--- config.mk ---
export PLATFORM = sky130hd
export DESIGN_NAME = mips_uart_tx_port
export DESIGN_NICKNAME = d
export VERILOG_FILES = /design/src/rtl/mips_uart_tx_port.sv
export SDC_FILE = /design/constraint.sdc
export NUM_CORES = 1
export LEC_CHECK = 0
export CORE_ASPECT_RATIO = 0.5
export CORE_MARGIN = 2
export CORE_UTILIZATION = 50
export DETAILED_ROUTE_END_ITERATION = 12
export HOLD_SLACK_MARGIN = 0.05
export PLACE_DENSITY = 0.78
export SLEW_MARGIN = 20
export SYNTH_ARGS = -nofsm -noshare
export SYNTH_HDL_FRONTEND = slang
export SYNTH_SLANG_ARGS = --single-unit
--- constraint.sdc ---
create_clock -name clk -period 4.6 [get_ports clk]
set_input_delay 1.38 -clock clk [delete_from_list [all_inputs] [get_ports clk]]
set_output_delay 1.38 -clock clk [all_outputs]
set_load 0.005 [all_outputs]
--- src/rtl/mips_uart_tx_port.sv ---
// Memory-mapped UART transmitter for the MIPS data-memory stage: a byte FIFO feeding an 8N1 serialiser.
// Define UART_TX_PARITY_EN to insert an even-parity bit between the data bits and the stop bit.
module mips_uart_tx_port #(
  parameter int unsigned CLK_DIV     = 434,
  parameter int unsigned FIFO_DEPTH  = 8,
  parameter logic [31:0] TX_ADDR     = 32'h1001_0024,
  parameter logic [31:0] STATUS_ADDR = 32'h1001_0028
) (
  input  logic        clk,
  input  logic        reset,
  input  logic        MemWrite,
  input  logic        MemRead,
  input  logic [31:0] Address,
  input  logic [31:0] WriteData,
  output logic [31:0] ReadData,
  output logic        TxD,
  output logic        Busy,
  output logic        IrqTxEmpty
);
  localparam int unsigned PTR_W = $clog2(FIFO_DEPTH);
  localparam int unsigned CNT_W = $clog2(FIFO_DEPTH + 1);
  localparam logic [15:0] BAUD_RELOAD = 16'(CLK_DIV - 1);

`ifdef UART_TX_PARITY_EN
  typedef enum logic [2:0] {IDLE, START, DATA, PARITY, STOP} state_t;
`else
  typedef enum logic [1:0] {IDLE, START, DATA, STOP} state_t;
`endif

  state_t           state_q, state_d;
  logic [CNT_W-1:0] count_q, count_d;
  logic [PTR_W-1:0] rd_ptr_q, rd_ptr_d, wr_ptr_q, wr_ptr_d;
  logic [15:0]      baud_q, baud_d;
  logic [2:0]       bit_idx_q, bit_idx_d;
  logic [7:0]       shift_q, shift_d;
  logic             overflow_q, overflow_d;
`ifdef UART_TX_PARITY_EN
  logic             parity_q, parity_d;
`endif
  logic [7:0]       fifo_q [FIFO_DEPTH];

  logic       fifo_empty, fifo_full, push_req, push_ok, pop, ctrl_clr, baud_done;
  logic [6:0] count_wide;
  logic [3:0] count_sat;
  logic       unused_wdata;

  assign fifo_empty = (count_q == '0);
  assign fifo_full  = (count_q == CNT_W'(FIFO_DEPTH));
  assign push_req   = MemWrite && (Address == TX_ADDR);
  assign pop        = (state_q == IDLE) && !fifo_empty;
  // A full FIFO still takes a byte when the serialiser frees a slot on the same edge.
  assign push_ok    = push_req && (!fifo_full || pop);
  assign ctrl_clr   = MemWrite && (Address == STATUS_ADDR) && WriteData[3];
  assign baud_done  = (baud_q == '0);
  assign unused_wdata = ^WriteData[31:8];

  assign Busy       = (state_q != IDLE);
  assign IrqTxEmpty = fifo_empty && !Busy;

  assign count_wide = 7'(count_q);
  assign count_sat  = (count_wide > 7'd15) ? 4'hF : count_wide[3:0];
  assign ReadData   = (MemRead && (Address == STATUS_ADDR))
                    ? {24'b0, count_sat, overflow_q, Busy, fifo_full, fifo_empty}
                    : 32'b0;

  always_ff @(posedge clk) begin
    if (push_ok) fifo_q[wr_ptr_q] <= WriteData[7:0];
  end

  always_comb begin
    count_d    = count_q;
    rd_ptr_d   = rd_ptr_q;
    wr_ptr_d   = wr_ptr_q;
    overflow_d = overflow_q;
    if (push_ok) wr_ptr_d = wr_ptr_q + PTR_W'(1);
    if (pop)     rd_ptr_d = rd_ptr_q + PTR_W'(1);
    if (push_ok && !pop)      count_d = count_q + CNT_W'(1);
    else if (!push_ok && pop) count_d = count_q - CNT_W'(1);
    // A drop on the same edge as a clear leaves the flag set.
    if (push_req && !push_ok) overflow_d = 1'b1;
    else if (ctrl_clr)        overflow_d = 1'b0;
  end

  always_comb begin
    state_d   = state_q;
    baud_d    = baud_q;
    bit_idx_d = bit_idx_q;
    shift_d   = shift_q;
`ifdef UART_TX_PARITY_EN
    parity_d  = parity_q;
`endif
    TxD       = 1'b1;
    case (state_q)
      IDLE: begin
        if (pop) begin
          shift_d   = fifo_q[rd_ptr_q];
          baud_d    = BAUD_RELOAD;
          bit_idx_d = 3'd0;
`ifdef UART_TX_PARITY_EN
          parity_d  = ^fifo_q[rd_ptr_q];
`endif
          state_d   = START;
        end
      end
      START: begin
        TxD = 1'b0;
        if (baud_done) state_d = DATA;
      end
      DATA: begin
        TxD = shift_q[0];
        if (baud_done) begin
          shift_d   = shift_q >> 1;
          bit_idx_d = bit_idx_q + 3'd1;
`ifdef UART_TX_PARITY_EN
          if (bit_idx_q == 3'd7) state_d = PARITY;
`else
          if (bit_idx_q == 3'd7) state_d = STOP;
`endif
        end
      end
`ifdef UART_TX_PARITY_EN
      PARITY: begin
        TxD = parity_q;
        if (baud_done) state_d = STOP;
      end
`endif
      STOP: begin
        if (baud_done) state_d = IDLE;
      end
      default: state_d = IDLE;
    endcase
    if (state_q != IDLE) baud_d = baud_done ? BAUD_RELOAD : baud_q - 16'd1;
  end

  always_ff @(posedge clk or posedge reset) begin
    if (reset) begin
      state_q    <= IDLE;
      count_q    <= '0;
      rd_ptr_q   <= '0;
      wr_ptr_q   <= '0;
      baud_q     <= '0;
      bit_idx_q  <= '0;
      shift_q    <= '0;
      overflow_q <= 1'b0;
`ifdef UART_TX_PARITY_EN
      parity_q   <= 1'b0;
`endif
    end else begin
      state_q    <= state_d;
      count_q    <= count_d;
      rd_ptr_q   <= rd_ptr_d;
      wr_ptr_q   <= wr_ptr_d;
      baud_q     <= baud_d;
      bit_idx_q  <= bit_idx_d;
      shift_q    <= shift_d;
      overflow_q <= overflow_d;
`ifdef UART_TX_PARITY_EN
      parity_q   <= parity_d;
`endif
    end
  end

endmodule

==> results.py, run 1 <==
metrics = {
    "outcome": {
        "result_of_the_run": "finished, final reports clean",
    },
    "critical_path": {
        "timing.setup.critical_path_class": "in2out",
        "rrSetupSlack_ns": 1.90,
        "worst_reg_to_reg_cells": 13,
        "cp.required_ns": 3.22,
        "setup.worst_path.end_class": "output port",
        "critPathLaunchType": "input pin",
        "critPathArrivalTime_ns": 3.11,
        "crit_path_start": "Address[30]",
        "capturing_element_of_the_worst_setup_path": "ReadData[1]",
        "path_max_fanout": 5,
        "rr_endpoint": "count_q[3]",
        "critical_path.reg2reg.startpoint": "state_q[0]",
    },
    "global_routing": {
        "globalRoute.totalOverflow": 0,
        "grt_use_total_pct": 18.3,
        "grt_pass1_vias": 2875,
        "grt_antenna_before_repair": 0,
        "grt_first_pass_wirelength_um": 14600,
        "maximum_number_of_pins_on_one_net_before_global_route_repair": 41,
    },
    "synthesis": {
        "synth-main-ff-cell": "edfxtp_1",
        "mean_cell_area_of_the_mapped_netlist_um2": 13.9,
        "ys_seq_area_share_pct": 59.0,
        "synth-edff-count": 64,
        "ys_seq_elements": 104,
        "synthesis.area_um2": 4950,
        "ys_async_sr_fraction_pct": 38.5,
        "synth.lib_cells_used.distinct": 58,
        "number_of_instances_in_the_synthesized_netlist": 355,
        "synth_warnings": 0,
    },
    "clock_tree": {
        "cts_tree": "built",
        "cts.root.buffer_cell": "clkbuf_16",
        "cts_max_level": 3,
        "clkSinkCount": 104,
        "cts_buffers": 9,
        "clock_insertion_delay_worst_skew_ns": 0.34,
        "cts_hold_repair.buffers": 0,
        "clk_path_buf_depth": 2,
        "clk_pin_slew_ns": 0.07,
    },
    "sta": {
        "setup_violations": 0,
        "achievable-frequency_mhz": 223,
        "report.final.slew_viol_count": 0,
        "hold_viol": 0,
        "final.period_utilization_pct": 97.6,
        "worst_slew_pin_tran_ns": 1.10,
        "period_minus_slack_ns": 4.49,
        "fin_ws_ns": 0.111,
        "rsz0062_at_grt": "true",
        "clock-skew-final_ns": 0.00644,
        "slew_headroom_pct": 26.6,
    },
    "floorplanning": {
        "start_util_pct": 51.9,
        "floorplan.core_area_um2": 9540,
        "floorplan.die.width_um": 145,
        "io_pins": 103,
        "floorplan.die.height_um": 74.4,
        "die_area_um2": 10800,
        "floorplan.rows": 25,
    },
    "power": {
        "clkPwrFrac_pct": 41.0,
        "internal_power_mw": 1.41,
        "power.net_switching_mw": 0.378,
        "sequential_cell_fraction_of_total_power_pct": 55.5,
        "sw_frac_of_total_pct": 21.2,
        "power_leakage_nw": 2.44,
        "p_comb_share_pct": 3.4,
        "cellPowerDensity_nw_per_um2": 295,
        "ir_worst_vdd_mv": 0.208,
    },
    "drt": {
        "routed_wl_um": 9290,
        "post_drt_wl_per_cell_um": 16.4,
        "detail_route.first_pass.iterations": 4,
        "route.detailed.vias_per_inst": 5.40,
        "detail-route-antenna-nets": 0,
        "drc_errors": 0,
        "first_iter_violations": 234,
        "via_count": 3056,
    },
    "final_layout": {
        "mostFrequentLayoutCell": "edfxtp_1",
        "area_growth_syn_to_layout_pct": 22.3,
        "nets": 509,
        "final_layout_size_suffix_gt1_share_pct": 18.8,
        "final-instance-count-excl-fill": 566,
        "utilization_pct": 63.5,
        "postLayoutCellArea_um2": 6060,
        "number_of_antenna_cells_inserted": 0,
        "layout_common_cells": "edfxtp_1, dfrtp_1, clkdlybuf4s50_1",
    },
    "place": {
        "pre_cts_slack_ns": -0.257,
        "placement.cell_area_um2": 5590,
        "detailed_place_hpwl_um": 6100,
        "place.gp.congestion": 0.755,
        "placed_cell_count": 541,
        "port_buffers": 54,
    },
    "min_path": {
        "worst_hold_launch": "bit_idx_q[2]",
        "hold_path.class": "reg2reg",
    },
    "job": {
        "maxCapViolCount": 0,
    },
}
[layer usage]
layer  global-route usage (%)  vias up  share of wire, %
met5                        0        -                 0
met4                     6.04        0               1.3
met3                     4.19       11               3.8
met2                     30.5       62                49
met1                     24.5     1542                46
li1                         -     1441                 -
[area by class of cell]
cell class | instances | area [um2]
multi-input combinational | 224 | 1920
timing repair buffer | 74 | 712
clock buffer | 10 | 229
clock inverter | 6 | 58.8
sequential | 104 | 2920
tap | 135 | 169
inverter | 13 | 48.8
fill | 678 | 3480
[through the flow]
step                      setup TNS, ns  hold slack, ns  total power, mW
after detailed placement          -1.80           0.473             1.07
after floorplan                       0           0.453             1.04
after global placement            -1.58           0.464             1.07
final                                 0           0.484             1.79
after global routing            -0.0403           0.509             1.84
after CTS                      -0.00122           0.489             1.80
[worst min-delay path by stage]
stage / to / slack [ns] / cells past startpoint
3_3_place_gp: bit_idx_q[1] / 0.46 / 1
3_5_place_dp: bit_idx_q[1] / 0.47 / 1
2_1_floorplan: bit_idx_q[1] / 0.45 / 1
5_1_grt: bit_idx_q[2] / 0.51 / 1
4_1_cts: bit_idx_q[1] / 0.49 / 1
6_report: bit_idx_q[2] / 0.48 / 1
[cell usage after synthesis, drive strengths merged, types with 3 or more instances]
library cell  number  share of area [%]
and2               8                1.0
mux2               5                1.1
xor2               4               0.71
and3               6               0.76
nor3               6               0.71
nor2              17                1.3
mux2i              4               0.81
nor4               9                1.6
dfrtp             40                 20
a21o               5               0.78
ha                14                3.5
edfxtp            64                 39
nand3              3               0.30
nand2             17                1.3
a221o              7                1.4
inv               13               0.99
a21oi              9               0.91
o21ai             12                1.2
a22o               6                1.1
a31oi              5               0.63
mux4              16                7.3
or4                4               0.68
nor3b              4               0.61
nor2b              3               0.38
nand4              3               0.38
xnor2              7                1.2
buf               32                4.4
nor4b              5                1.2
clkbuf             5               0.38
[worst max-delay path, stage by stage]
cell	delay (ns)
clkdlybuf4s50_1	0.41
nor4_2	0.31
nand4_1	0.18
nor2_2	0.14
and3_4	0.20
buf_4	0.12
and3_1	0.15
clkdlybuf4s15_1	0.23
[cell families after synthesis]
group / share of synthesized area, %
AO/OA/AOI/OAI: 8.17
XOR/XNOR: 1.95
adder cells (fa/ha/maj): 3.94
buffers and inverters: 5.81
flip-flops: 59.0
multiplexers: 9.23
other: 0.0758
AND/OR/NAND/NOR: 11.8
[power groups by stage]
stage | Combinational (mW) | Clock, mW | Sequential [mW]
global route | 0.0691 | 0.782 | 0.991
floorplan | 0.0270 | 0 | 1.01
global placement | 0.0568 | 0 | 1.01
detailed placement | 0.0585 | 0 | 1.01
CTS | 0.0613 | 0.747 | 0.992
finish | 0.0613 | 0.732 | 0.992
[repair_timing]
action,in CTS,in global routing
gates cloned,0,0
gates resized for setup,18,23
pin swaps,5,10
endpoints found under the setup margin,8,27
setup buffers,8,1
[state kept, by name, summed over array words and instances, names as in the netlist]
signal,flops
baud_q,16
bit_idx_q,3
count_q,4
fifo_q,64
overflow_q,1
rd_ptr_q,3
shift_q,8
state_q,2
wr_ptr_q,3
Note: power is estimated with default switching activity, not from simulation.
==> inputs of run 2 (changes only) <==
CORE_UTILIZATION = 55   (was 50)
PLACE_DENSITY = 0.85   (was 0.78)
==> results.py, run 2 (synthesis results as in run 1) <==
metrics = {
    "clock_tree": {
        "clk_pin_slew_ns": 0.07,
        "clock_insertion_delay_worst_skew_ns": 0.35,
        "cts.root.buffer_cell": "clkbuf_16",
        "cts_hold_repair.buffers": 0,
        "cts_max_level": 3,
        "clk_path_buf_depth": 2,
        "cts_tree": "built",
        "cts_buffers": 9,
        "clkSinkCount": 104,
    },
    "drt": {
        "routed_wl_um": 10400,
        "post_drt_wl_per_cell_um": 18.4,
        "drc_errors": 0,
        "detail_route.first_pass.iterations": 4,
        "detail-route-antenna-nets": 0,
        "first_iter_violations": 258,
        "via_count": 3175,
        "route.detailed.vias_per_inst": 5.64,
    },
    "critical_path": {
        "path_max_fanout": 4,
        "timing.setup.critical_path_class": "in2out",
        "rr_endpoint": "count_q[3]",
        "capturing_element_of_the_worst_setup_path": "ReadData[3]",
        "worst_reg_to_reg_cells": 13,
        "critPathArrivalTime_ns": 3.11,
        "rrSetupSlack_ns": 1.62,
        "critPathLaunchType": "input pin",
        "crit_path_start": "Address[7]",
        "cp.required_ns": 3.22,
        "critical_path.reg2reg.startpoint": "state_q[1]",
        "setup.worst_path.end_class": "output port",
    },
    "floorplanning": {
        "die_area_um2": 9820,
        "floorplan.die.width_um": 138,
        "floorplan.core_area_um2": 8740,
        "floorplan.rows": 24,
        "start_util_pct": 56.6,
        "io_pins": 103,
        "floorplan.die.height_um": 71.1,
    },
    "sta": {
        "achievable-frequency_mhz": 223,
        "slew_headroom_pct": 31.6,
        "report.final.slew_viol_count": 0,
        "clock-skew-final_ns": 0.0142,
        "hold_viol": 0,
        "setup_violations": 0,
        "period_minus_slack_ns": 4.49,
        "rsz0062_at_grt": "false",
        "setup-tns-final_ns": 0,
        "worst_slew_pin_tran_ns": 1.03,
        "final.period_utilization_pct": 97.7,
    },
    "final_layout": {
        "layout_common_cells": "edfxtp_1, clkdlybuf4s50_1, dfrtp_1",
        "final-instance-count-excl-fill": 563,
        "nets": 524,
        "number_of_antenna_cells_inserted": 0,
        "utilization_pct": 69.6,
        "largest_reg_flops": 64,
        "mostFrequentLayoutCell": "edfxtp_1",
        "area_growth_syn_to_layout_pct": 23.0,
        "num-fill-cells": 563,
        "final_layout_size_suffix_gt1_share_pct": 20.6,
        "biggestRegsByFlops": "fifo_q x64, baud_q x16, shift_q x8",
        "max_flop_register": "fifo_q",
        "register_area_um2": 2920,
        "postLayoutCellArea_um2": 6090,
        "total_area_of_multi_input_combinational_cells_um2": 1870,
    },
    "power": {
        "total_power_mw": 1.82,
        "cellPowerDensity_nw_per_um2": 298,
        "clkPwrFrac_pct": 42.0,
        "p_comb_share_pct": 3.4,
        "internal_power_mw": 1.41,
        "power.net_switching_mw": 0.404,
        "sw_frac_of_total_pct": 22.2,
        "ir_worst_vdd_mv": 0.232,
        "sequential_cell_fraction_of_total_power_pct": 54.6,
        "power_leakage_nw": 2.47,
    },
    "global_routing": {
        "grt_antenna_before_repair": 0,
        "grt_use_total_pct": 22.7,
        "grt_pass1_vias": 3220,
        "maximum_number_of_pins_on_one_net_before_global_route_repair": 41,
        "grt_first_pass_wirelength_um": 17000,
        "globalRoute.totalOverflow": 0,
    },
    "min_path": {
        "hold_path.class": "reg2reg",
        "worst_hold_launch": "bit_idx_q[2]",
    },
    "place": {
        "placed_cell_count": 524,
        "placement.cell_area_um2": 5570,
        "port_buffers": 54,
        "place.gp.congestion": 0.724,
        "detailed_place_hpwl_um": 6370,
    },
    "outcome": {
        "result_of_the_run": "finished, final reports clean",
    },
    "job": {
        "maxCapViolCount": 0,
    },
}
==> run 2: layout make-up <==
class                   instances  share of cell area, %
clock buffers                   9                   3.70
clock inverters                 7                   1.30
inverters                      13                  0.802
multi-input cells             224                   30.8
flip-flops and latches        104                   48.0
well taps                     117                   2.41
repair buffers                 89                   13.0
==> run 2: worst min path at each step <==
stage / end / slack [ns] / cells after the start
3_5_place_dp: overflow_q / 0.47 / 1
3_3_place_gp: bit_idx_q[2] / 0.47 / 1
2_1_floorplan: bit_idx_q[1] / 0.45 / 1
4_1_cts: bit_idx_q[2] / 0.49 / 1
6_report: bit_idx_q[2] / 0.49 / 1
5_1_grt: bit_idx_q[2] / 0.51 / 1
==> run 2: what timing repair did <==
item,CTS,global route
gates resized for setup,12,15
buffers inserted,22,1
setup endpoints to repair,8,6
gates cloned,0,0
pin swaps,5,6
==> run 2: layer usage <==
layer / global-route usage [%] / vias to the layer above / part of all wire, %
met2: 41.4 / 87 / 52
li1: - / 1466 / -
met1: 27.2 / 1600 / 41
met4: 7.26 / 0 / 2.1
met5: 0 / - / 0
met3: 5.55 / 22 / 4.6
==> run 2: through the flow <==
step | hold WS (ns) | setup slack [ns]
2_1_floorplan | 0.453 | 0.791
3_3_place_gp | 0.466 | -0.204
4_1_cts | 0.490 | 0.0206
6_report | 0.486 | 0.106
3_5_place_dp | 0.474 | -0.218
5_1_grt | 0.514 | 0.0111
==> run 2: worst max-delay path, stage by stage <==
cell	delay (ns)
clkdlybuf4s50_1	0.44
nor4b_4	0.23
nand4_1	0.21
nor2_2	0.18
and3_4	0.21
buf_4	0.10
and2_1	0.11
dlygate4sd2_1	0.24
==> run 2: power by group through the flow <==
stage | sequential [mW] | combinational, mW | clock (mW)
finish | 0.992 | 0.0614 | 0.763
global route | 0.991 | 0.0676 | 0.808
CTS | 0.992 | 0.0591 | 0.775
detailed placement | 1.01 | 0.0583 | 0
global placement | 1.01 | 0.0571 | 0
floorplan | 1.01 | 0.0270 | 0
